<file path="src/rtl/cordic_circ_engine.sv">
// -----------------------------------------------------------------------------
// cordic_circ_engine
//   Iterative circular CORDIC engine, signed fixed point Q(WIDTH-FRAC).FRAC.
//   Rotation mode (mode=0) drives z to zero and produces cos/sin of z_in.
//   Vectoring mode (mode=1) drives y to zero and produces magnitude and atan2.
//   A quadrant pre-rotation extends the range to the full circle. Optional
//   gain compensation is applied in the POST cycle. Outputs are saturated.
//
// Ports
//   clk     in   1      rising-edge clock
//   rst     in   1      asynchronous, active-low reset
//   enable  in   1      start request, sampled while idle
//   mode    in   1      0 = rotation, 1 = vectoring
//   x_in    in   WIDTH  initial x
//   y_in    in   WIDTH  initial y
//   z_in    in   WIDTH  initial angle (radians), range [-pi, +pi]
//   x_out   out  WIDTH  final x, saturated
//   y_out   out  WIDTH  final y, saturated
//   z_out   out  WIDTH  final angle, saturated
//   busy    out  1      high from accept through the POST cycle
//   done    out  1      one-cycle pulse when results are updated
// -----------------------------------------------------------------------------
module cordic_circ_engine #(
    parameter int WIDTH      = 32,
    parameter int FRAC       = 16,
    parameter int ITERATIONS = 16,
    parameter int GAIN_COMP  = 1
) (
    input  logic             clk,
    input  logic             rst,
    input  logic             enable,
    input  logic             mode,
    input  logic [WIDTH-1:0] x_in,
    input  logic [WIDTH-1:0] y_in,
    input  logic [WIDTH-1:0] z_in,
    output logic [WIDTH-1:0] x_out,
    output logic [WIDTH-1:0] y_out,
    output logic [WIDTH-1:0] z_out,
    output logic             busy,
    output logic             done
);

    // Internal datapath carries two guard bits above WIDTH.
    localparam int IW = WIDTH + 2;
    // Gain-compensation product width.
    localparam int PW = 2 * WIDTH + 4;
    localparam int CW = (ITERATIONS > 1) ? $clog2(ITERATIONS) : 1;

    localparam logic [1:0] S_IDLE   = 2'd0;
    localparam logic [1:0] S_PREROT = 2'd1;
    localparam logic [1:0] S_ITER   = 2'd2;
    localparam logic [1:0] S_POST   = 2'd3;

    // atan(2^-i) in radians. Beyond the listed entries a short Taylor series
    // is exact to well below one LSB of any practical FRAC.
    function automatic real atan_pow2(input int unsigned i);
        real t;
        case (i)
            0:  atan_pow2 = 0.7853981633974483;
            1:  atan_pow2 = 0.4636476090008061;
            2:  atan_pow2 = 0.24497866312686414;
            3:  atan_pow2 = 0.12435499454676144;
            4:  atan_pow2 = 0.06241880999595735;
            5:  atan_pow2 = 0.031239833430268277;
            6:  atan_pow2 = 0.015623728620476831;
            7:  atan_pow2 = 0.007812341060101111;
            8:  atan_pow2 = 0.0039062301319669718;
            9:  atan_pow2 = 0.0019531225164788188;
            10: atan_pow2 = 0.0009765621895593195;
            11: atan_pow2 = 0.0004882812111948983;
            12: atan_pow2 = 0.00024414062014936177;
            13: atan_pow2 = 0.00012207031189367021;
            default: begin
                t = 1.0;
                for (int unsigned k = 0; k < i; k++) t = t / 2.0;
                atan_pow2 = t - (t * t * t) / 3.0 + (t * t * t * t * t) / 5.0;
            end
        endcase
    endfunction

    // round(r * 2^FRAC)
    function automatic longint to_fixed(input real r);
        real scale;
        scale = 1.0;
        for (int unsigned k = 0; k < int'(FRAC); k++) scale = scale * 2.0;
        return longint'($floor(r * scale + 0.5));
    endfunction

    localparam logic signed [IW-1:0] HALF_PI     = IW'(to_fixed(1.5707963267948966));
    localparam logic signed [IW-1:0] NEG_HALF_PI = -HALF_PI;
    localparam logic signed [PW-1:0] KQ          = PW'(to_fixed(0.6072529350));

    localparam logic signed [PW-1:0] SAT_MAX = {{(PW-WIDTH+1){1'b0}}, {(WIDTH-1){1'b1}}};
    localparam logic signed [PW-1:0] SAT_MIN = {{(PW-WIDTH+1){1'b1}}, {(WIDTH-1){1'b0}}};

    logic signed [IW-1:0] atan_tab [ITERATIONS];

    for (genvar g = 0; g < ITERATIONS; g++) begin : g_atan
        localparam logic signed [IW-1:0] ATAN_G = IW'(to_fixed(atan_pow2(g)));
        assign atan_tab[g] = ATAN_G;
    end

    function automatic logic [WIDTH-1:0] saturate(input logic signed [PW-1:0] v);
        if (v > SAT_MAX)
            saturate = {1'b0, {(WIDTH-1){1'b1}}};
        else if (v < SAT_MIN)
            saturate = {1'b1, {(WIDTH-1){1'b0}}};
        else
            saturate = v[WIDTH-1:0];
    endfunction

    logic [1:0]           state;
    logic [CW-1:0]        cnt;
    logic                 mode_r;
    logic signed [IW-1:0] x_r, y_r, z_r;

    logic signed [IW-1:0] pre_x, pre_y, pre_z;
    logic signed [IW-1:0] it_x, it_y, it_z;
    logic signed [IW-1:0] xs, ys;
    logic                 d_pos;
    logic signed [PW-1:0] x_ext, y_ext, z_ext;
    logic signed [PW-1:0] px, py;
    logic signed [PW-1:0] gx, gy;
    logic [WIDTH-1:0]     post_x, post_y, post_z;

    assign busy = (state != S_IDLE);

    // Quadrant pre-rotation by +/- pi/2.
    always_comb begin
        pre_x = x_r;
        pre_y = y_r;
        pre_z = z_r;
        if (!mode_r) begin
            if (z_r > HALF_PI) begin
                pre_x = -y_r;
                pre_y = x_r;
                pre_z = z_r - HALF_PI;
            end else if (z_r < NEG_HALF_PI) begin
                pre_x = y_r;
                pre_y = -x_r;
                pre_z = z_r + HALF_PI;
            end
        end else if (x_r[IW-1]) begin
            if (!y_r[IW-1]) begin
                pre_x = y_r;
                pre_y = -x_r;
                pre_z = z_r + HALF_PI;
            end else begin
                pre_x = -y_r;
                pre_y = x_r;
                pre_z = z_r - HALF_PI;
            end
        end
    end

    // One micro-rotation; both updates use the pre-step x/y.
    always_comb begin
        d_pos = mode_r ? y_r[IW-1] : ~z_r[IW-1];
        xs    = x_r >>> cnt;
        ys    = y_r >>> cnt;
        if (d_pos) begin
            it_x = x_r - ys;
            it_y = y_r + xs;
            it_z = z_r - atan_tab[cnt];
        end else begin
            it_x = x_r + ys;
            it_y = y_r - xs;
            it_z = z_r + atan_tab[cnt];
        end
    end

    // Gain compensation and saturation.
    always_comb begin
        x_ext = {{(PW-IW){x_r[IW-1]}}, x_r};
        y_ext = {{(PW-IW){y_r[IW-1]}}, y_r};
        z_ext = {{(PW-IW){z_r[IW-1]}}, z_r};
        px    = x_ext * KQ;
        py    = y_ext * KQ;
        if (GAIN_COMP != 0) begin
            gx = px >>> FRAC;
            gy = py >>> FRAC;
        end else begin
            gx = x_ext;
            gy = y_ext;
        end
        post_x = saturate(gx);
        post_y = saturate(gy);
        post_z = saturate(z_ext);
    end

    always_ff @(posedge clk or negedge rst) begin
        if (!rst) begin
            state  <= S_IDLE;
            cnt    <= '0;
            mode_r <= 1'b0;
            x_r    <= '0;
            y_r    <= '0;
            z_r    <= '0;
            x_out  <= '0;
            y_out  <= '0;
            z_out  <= '0;
            done   <= 1'b0;
        end else begin
            done <= 1'b0;
            case (state)
                S_IDLE: begin
                    if (enable) begin
                        x_r    <= {{2{x_in[WIDTH-1]}}, x_in};
                        y_r    <= {{2{y_in[WIDTH-1]}}, y_in};
                        z_r    <= {{2{z_in[WIDTH-1]}}, z_in};
                        mode_r <= mode;
                        state  <= S_PREROT;
                    end
                end
                S_PREROT: begin
                    x_r   <= pre_x;
                    y_r   <= pre_y;
                    z_r   <= pre_z;
                    cnt   <= '0;
                    state <= S_ITER;
                end
                S_ITER: begin
                    x_r <= it_x;
                    y_r <= it_y;
                    z_r <= it_z;
                    if (cnt == CW'(ITERATIONS - 1))
                        state <= S_POST;
                    else
                        cnt <= cnt + CW'(1);
                end
                S_POST: begin
                    x_out <= post_x;
                    y_out <= post_y;
                    z_out <= post_z;
                    done  <= 1'b1;
                    state <= S_IDLE;
                end
                default: state <= S_IDLE;
            endcase
        end
    end

endmodule

</file>
<file path="config.mk">
export PLATFORM = sky130hd
export DESIGN_NAME = cordic_circ_engine
export DESIGN_NICKNAME = d
export VERILOG_FILES = /design/src/rtl/cordic_circ_engine.sv
export SDC_FILE = /design/constraint.sdc
export NUM_CORES = 2
export LEC_CHECK = 0
export CAP_MARGIN = 20
export CORE_MARGIN = 4
export CORE_UTILIZATION = 57
export DETAILED_ROUTE_END_ITERATION = 8
export HOLD_SLACK_MARGIN = 0.06
export PLACE_DENSITY = 0.81
export SYNTH_ARGS = -nofsm -noshare
export SYNTH_HDL_FRONTEND = slang
export SYNTH_SLANG_ARGS = --single-unit
</file>
<file path="constraint.sdc">
create_clock -name clk -period 8.2 [get_ports clk]
set_input_delay 1.64 -clock clk [delete_from_list [all_inputs] [get_ports clk]]
set_output_delay 1.64 -clock clk [all_outputs]
set_load 0.005 [all_outputs]
</file>
==> results by group <==
Global routing
  • Largest net degree at the start of global routing: approximately 140
  • Met3 Usage GRT: 0.08700
  • Initial antenna violation count: 4
  • Top Usage Layer GRT: met2
  • First-pass GRT wire length: approximately 240000 um
  • Grt total ovfl: 0
  • Vias in the first global route: 41.22k
  • GR Util met1: 0.4765
  • Total track usage: 0.3527
  • Met2 usage: 0.5363

Synthesis
  • Post-synthesis cell type count: 92
  • Total of warnings raised by yosys: 0
  • Most used DFF post-synth: dfrtp_1
  • Post-Syn Area per Cell: about 8.6 um^2
  • Area leader, netlist: fa_1
  • Number of synthesized flops with an enable pin: 0
  • Mapped Area: 46410 um^2
  • Syn Inst Count: roughly 5.4k
  • Syn Nets: approximately 6.6k
  • Sequential share of the synthesized area: 0.1111
  • Async SR Flop Fraction: 1.000
  • Yosys top cell area share: 0.2265
  • Flip-flop and latch count after synthesis: between 200 and 250
  • Synth top area cells: fa_1 (23%), ha_1 (17%), dfrtp_1 (11%)

Worst setup path
  • Critical Path Max Stage Delay: around 0.8 ns
  • CP delay by family, top: adder cells
  • CP startpoint kind: flip-flop
  • CP Data Arrival Time: 8.36 ns
  • Critical path endpoint category: flip-flop
  • CP max stage cell: dfrtp_1
  • Req. time, crit path: ~9 ns
  • Crit path cell chain: inv_1 -> ha_1 -> inv_1 -> fa_1 -> fa_1 -> inv_1 -> fa_1 -> fa_1 -> inv_1 -> fa_1 -> inv_1 -> ha_1 -> nand2_1 -> o21ai_0 -> nor3_1 -> a211oi_1 -> buf_4 -> o21ai_0 -> and3_1 -> a311oi_1 -> a41o_1 -> buf_4 -> nand4_1 -> a21oi_1
  • Flop2flop setup slack: approximately 0.38 ns
  • WP buf/inv: 7
  • Worst reg2reg startpoint: y_r[9]
  • Crit path max fanout: 31
  • Worst Reg2Reg Path Length in Cells: 24
  • Crit Path Class: flip-flop to flip-flop
  • R2R Path End: y_out[25]
  • CP Depth: 24

Place
  • Dpl hpwl: roughly 120000 um
  • Routability cong.: about 1.0
  • Placed cells: roughly 6.5k
  • Port Buf Inserts: 197

STA
  • TNS Setup: 0 ns
  • Final hold viol count: 0
  • Maximum clock frequency: between 100 and 150 MHz
  • Setup violators final: 0
  • Normalized max-slew margin: 0.2966
  • Worst Skew: approximately 0.025 ns
  • RSZ-0062 raised after global routing: no
  • Period utilization: 0.9538
  • Least-Margin Pin Slew: between 1 and 1.5 ns
  • Slew Viols, Final: 0
  • Fin crit period: around 7.8 ns

Routing
  • Residual DRC count: 0
  • Vias/cell: 6.242
  • Final WL: approximately 150000 um
  • Iteration-0 DRC Markers: between 4k and 5k
  • Antenna-violating nets left: 0
  • DR pass1 iterations: 7
  • Post-DR wirelength/cell: 23.17 um
  • Via count: around 40k

Clock network
  • Worst-path clk slew: around 0.060 ns
  • Worst skew pair latency: 0.63 ns
  • Bufs on Longest Clock Path: 3
  • # hold bufs at CTS: 0
  • CTS sink count: around 210
  • Setup bufs post-CTS: 0
  • Clock root cell: clkbuf_16
  • H-tree Lvls: 1
  • CTS Buf Count: 29
  • Resize count post-CTS: 0
  • CTS tree: done

Floorplan
  • Die Span Y: between 200 and 300 um
  • Core area: just over 80000 um^2
  • Total die area: about 86000 um^2
  • Die X: between 200 and 300 um
  • IO Pins: slightly below 200
  • Initial Util: 0.5753
  • # rows: about 100

Hold path
  • Min-Delay Endpoint: x_out[27]
  • Worst hold path stage count: 1
  • Hold crit path type: flip-flop to flip-flop
  • Source of the worst hold timing path: x_out[27]

Finish
  • Most common cell after layout, fill and taps aside: inv_1
  • Area grow syn2layout: 9.315%
  • Most frequent cells in the layout: inv_1 (1000), ha_1 (624), fa_1 (525)
  • Finished Layout Cells: 6589
  • Share of cells above drive strength 1: 0.05990
  • Final nets: between 6k and 7k

Flow run
  • Max Cap Viol: 0

Run status
  • Outcome: complete, no violations
## cells in the mapped netlist (all sizes together) (32+ instances only)
master and n:
a31oi 68, nor3 78, ha 628, o22ai 44, fa 525, a21oi 366
dfrtp 206, nand3 76, a21o 83, buf 46, a211oi 34, mux2i 53
o31ai 32, clkbuf 178, or3 46, and3 46, xor2 97, a221oi 52
xnor2 168, nand4 38, mux2 50, nor2 357, nand2 344, inv 1002
o21ai 272, mux4 69
## area by class of cell
class | instances | area, um^2
Timing Repair Buffer | 307 | 2833
Sequential cell | 206 | 5164
Tap cell | 1060 | 1326
Clock buffer | 40 | 847.1
Antenna cell | 3 | 7.507
Clock inverter | 14 | 193.9
Fill cell | 6819 | 29940
Inverter | 1004 | 3769
Multi-Input combinational cell | 3955 | 36590
## through the flow
stage / setup WS (ns) / utilization / cell area (um^2) / hold WS [ns]
finish: 0.3791 / 0.6288 / 50730 / 0.5061
global route: 0.007037 / 0.6288 / 50730 / 0.5338
CTS: 0.5721 / 0.6284 / 50690 / 0.5095
detailed placement: 0.5945 / 0.6154 / 49650 / 0.4923
global placement: 0.7103 / 0.6152 / 49630 / 0.4858
floorplan: 1.364 / - / 46410 / 0.4946
## worst max-delay path by stage
stage | endpoint | startpoint | slack (ns)
4_1_cts | y_out[25] | y_r[9] | 0.57
3_3_place_gp | y_out[25] | y_r[9] | 0.71
3_5_place_dp | y_out[25] | y_r[9] | 0.59
2_1_floorplan | x_out[29] | x_r[7] | 1.36
6_report | y_out[25] | y_r[9] | 0.38
5_1_grt | y_out[25] | y_r[9] | 0.007
## per-layer routing
| metal | up-vias | part of all wire |
|---|---|---|
| met3 | 480 | 0.11 |
| met4 | 4 | 0.059 |
| li1 | 18448 | - |
| met5 | - | 0.00018 |
| met1 | 20068 | 0.40 |
| met2 | 2128 | 0.43 |
## logic make-up after synthesis
| kind of cell | synth area share |
|---|---|
| DFF | 0.1111 |
| muxes | 0.05834 |
| AOI/OAI and AO/OA | 0.1646 |
| xor gates and xnor gates | 0.05017 |
| buffers and inverters | 0.1028 |
| and+or+nand+nor | 0.1172 |
| adders and majority gates | 0.3958 |
## state kept, by name (all words and copies together) (netlist names)
register,flops
mode_r,1
done,1
y_out,32
x_out,32
z_r,34
x_r,34
state,2
z_out,32
y_r,34
cnt,4
Power is left out: the tool's default activity adds up to more than one toggle a clock period on the data nets, which glitch-free logic cannot reach.
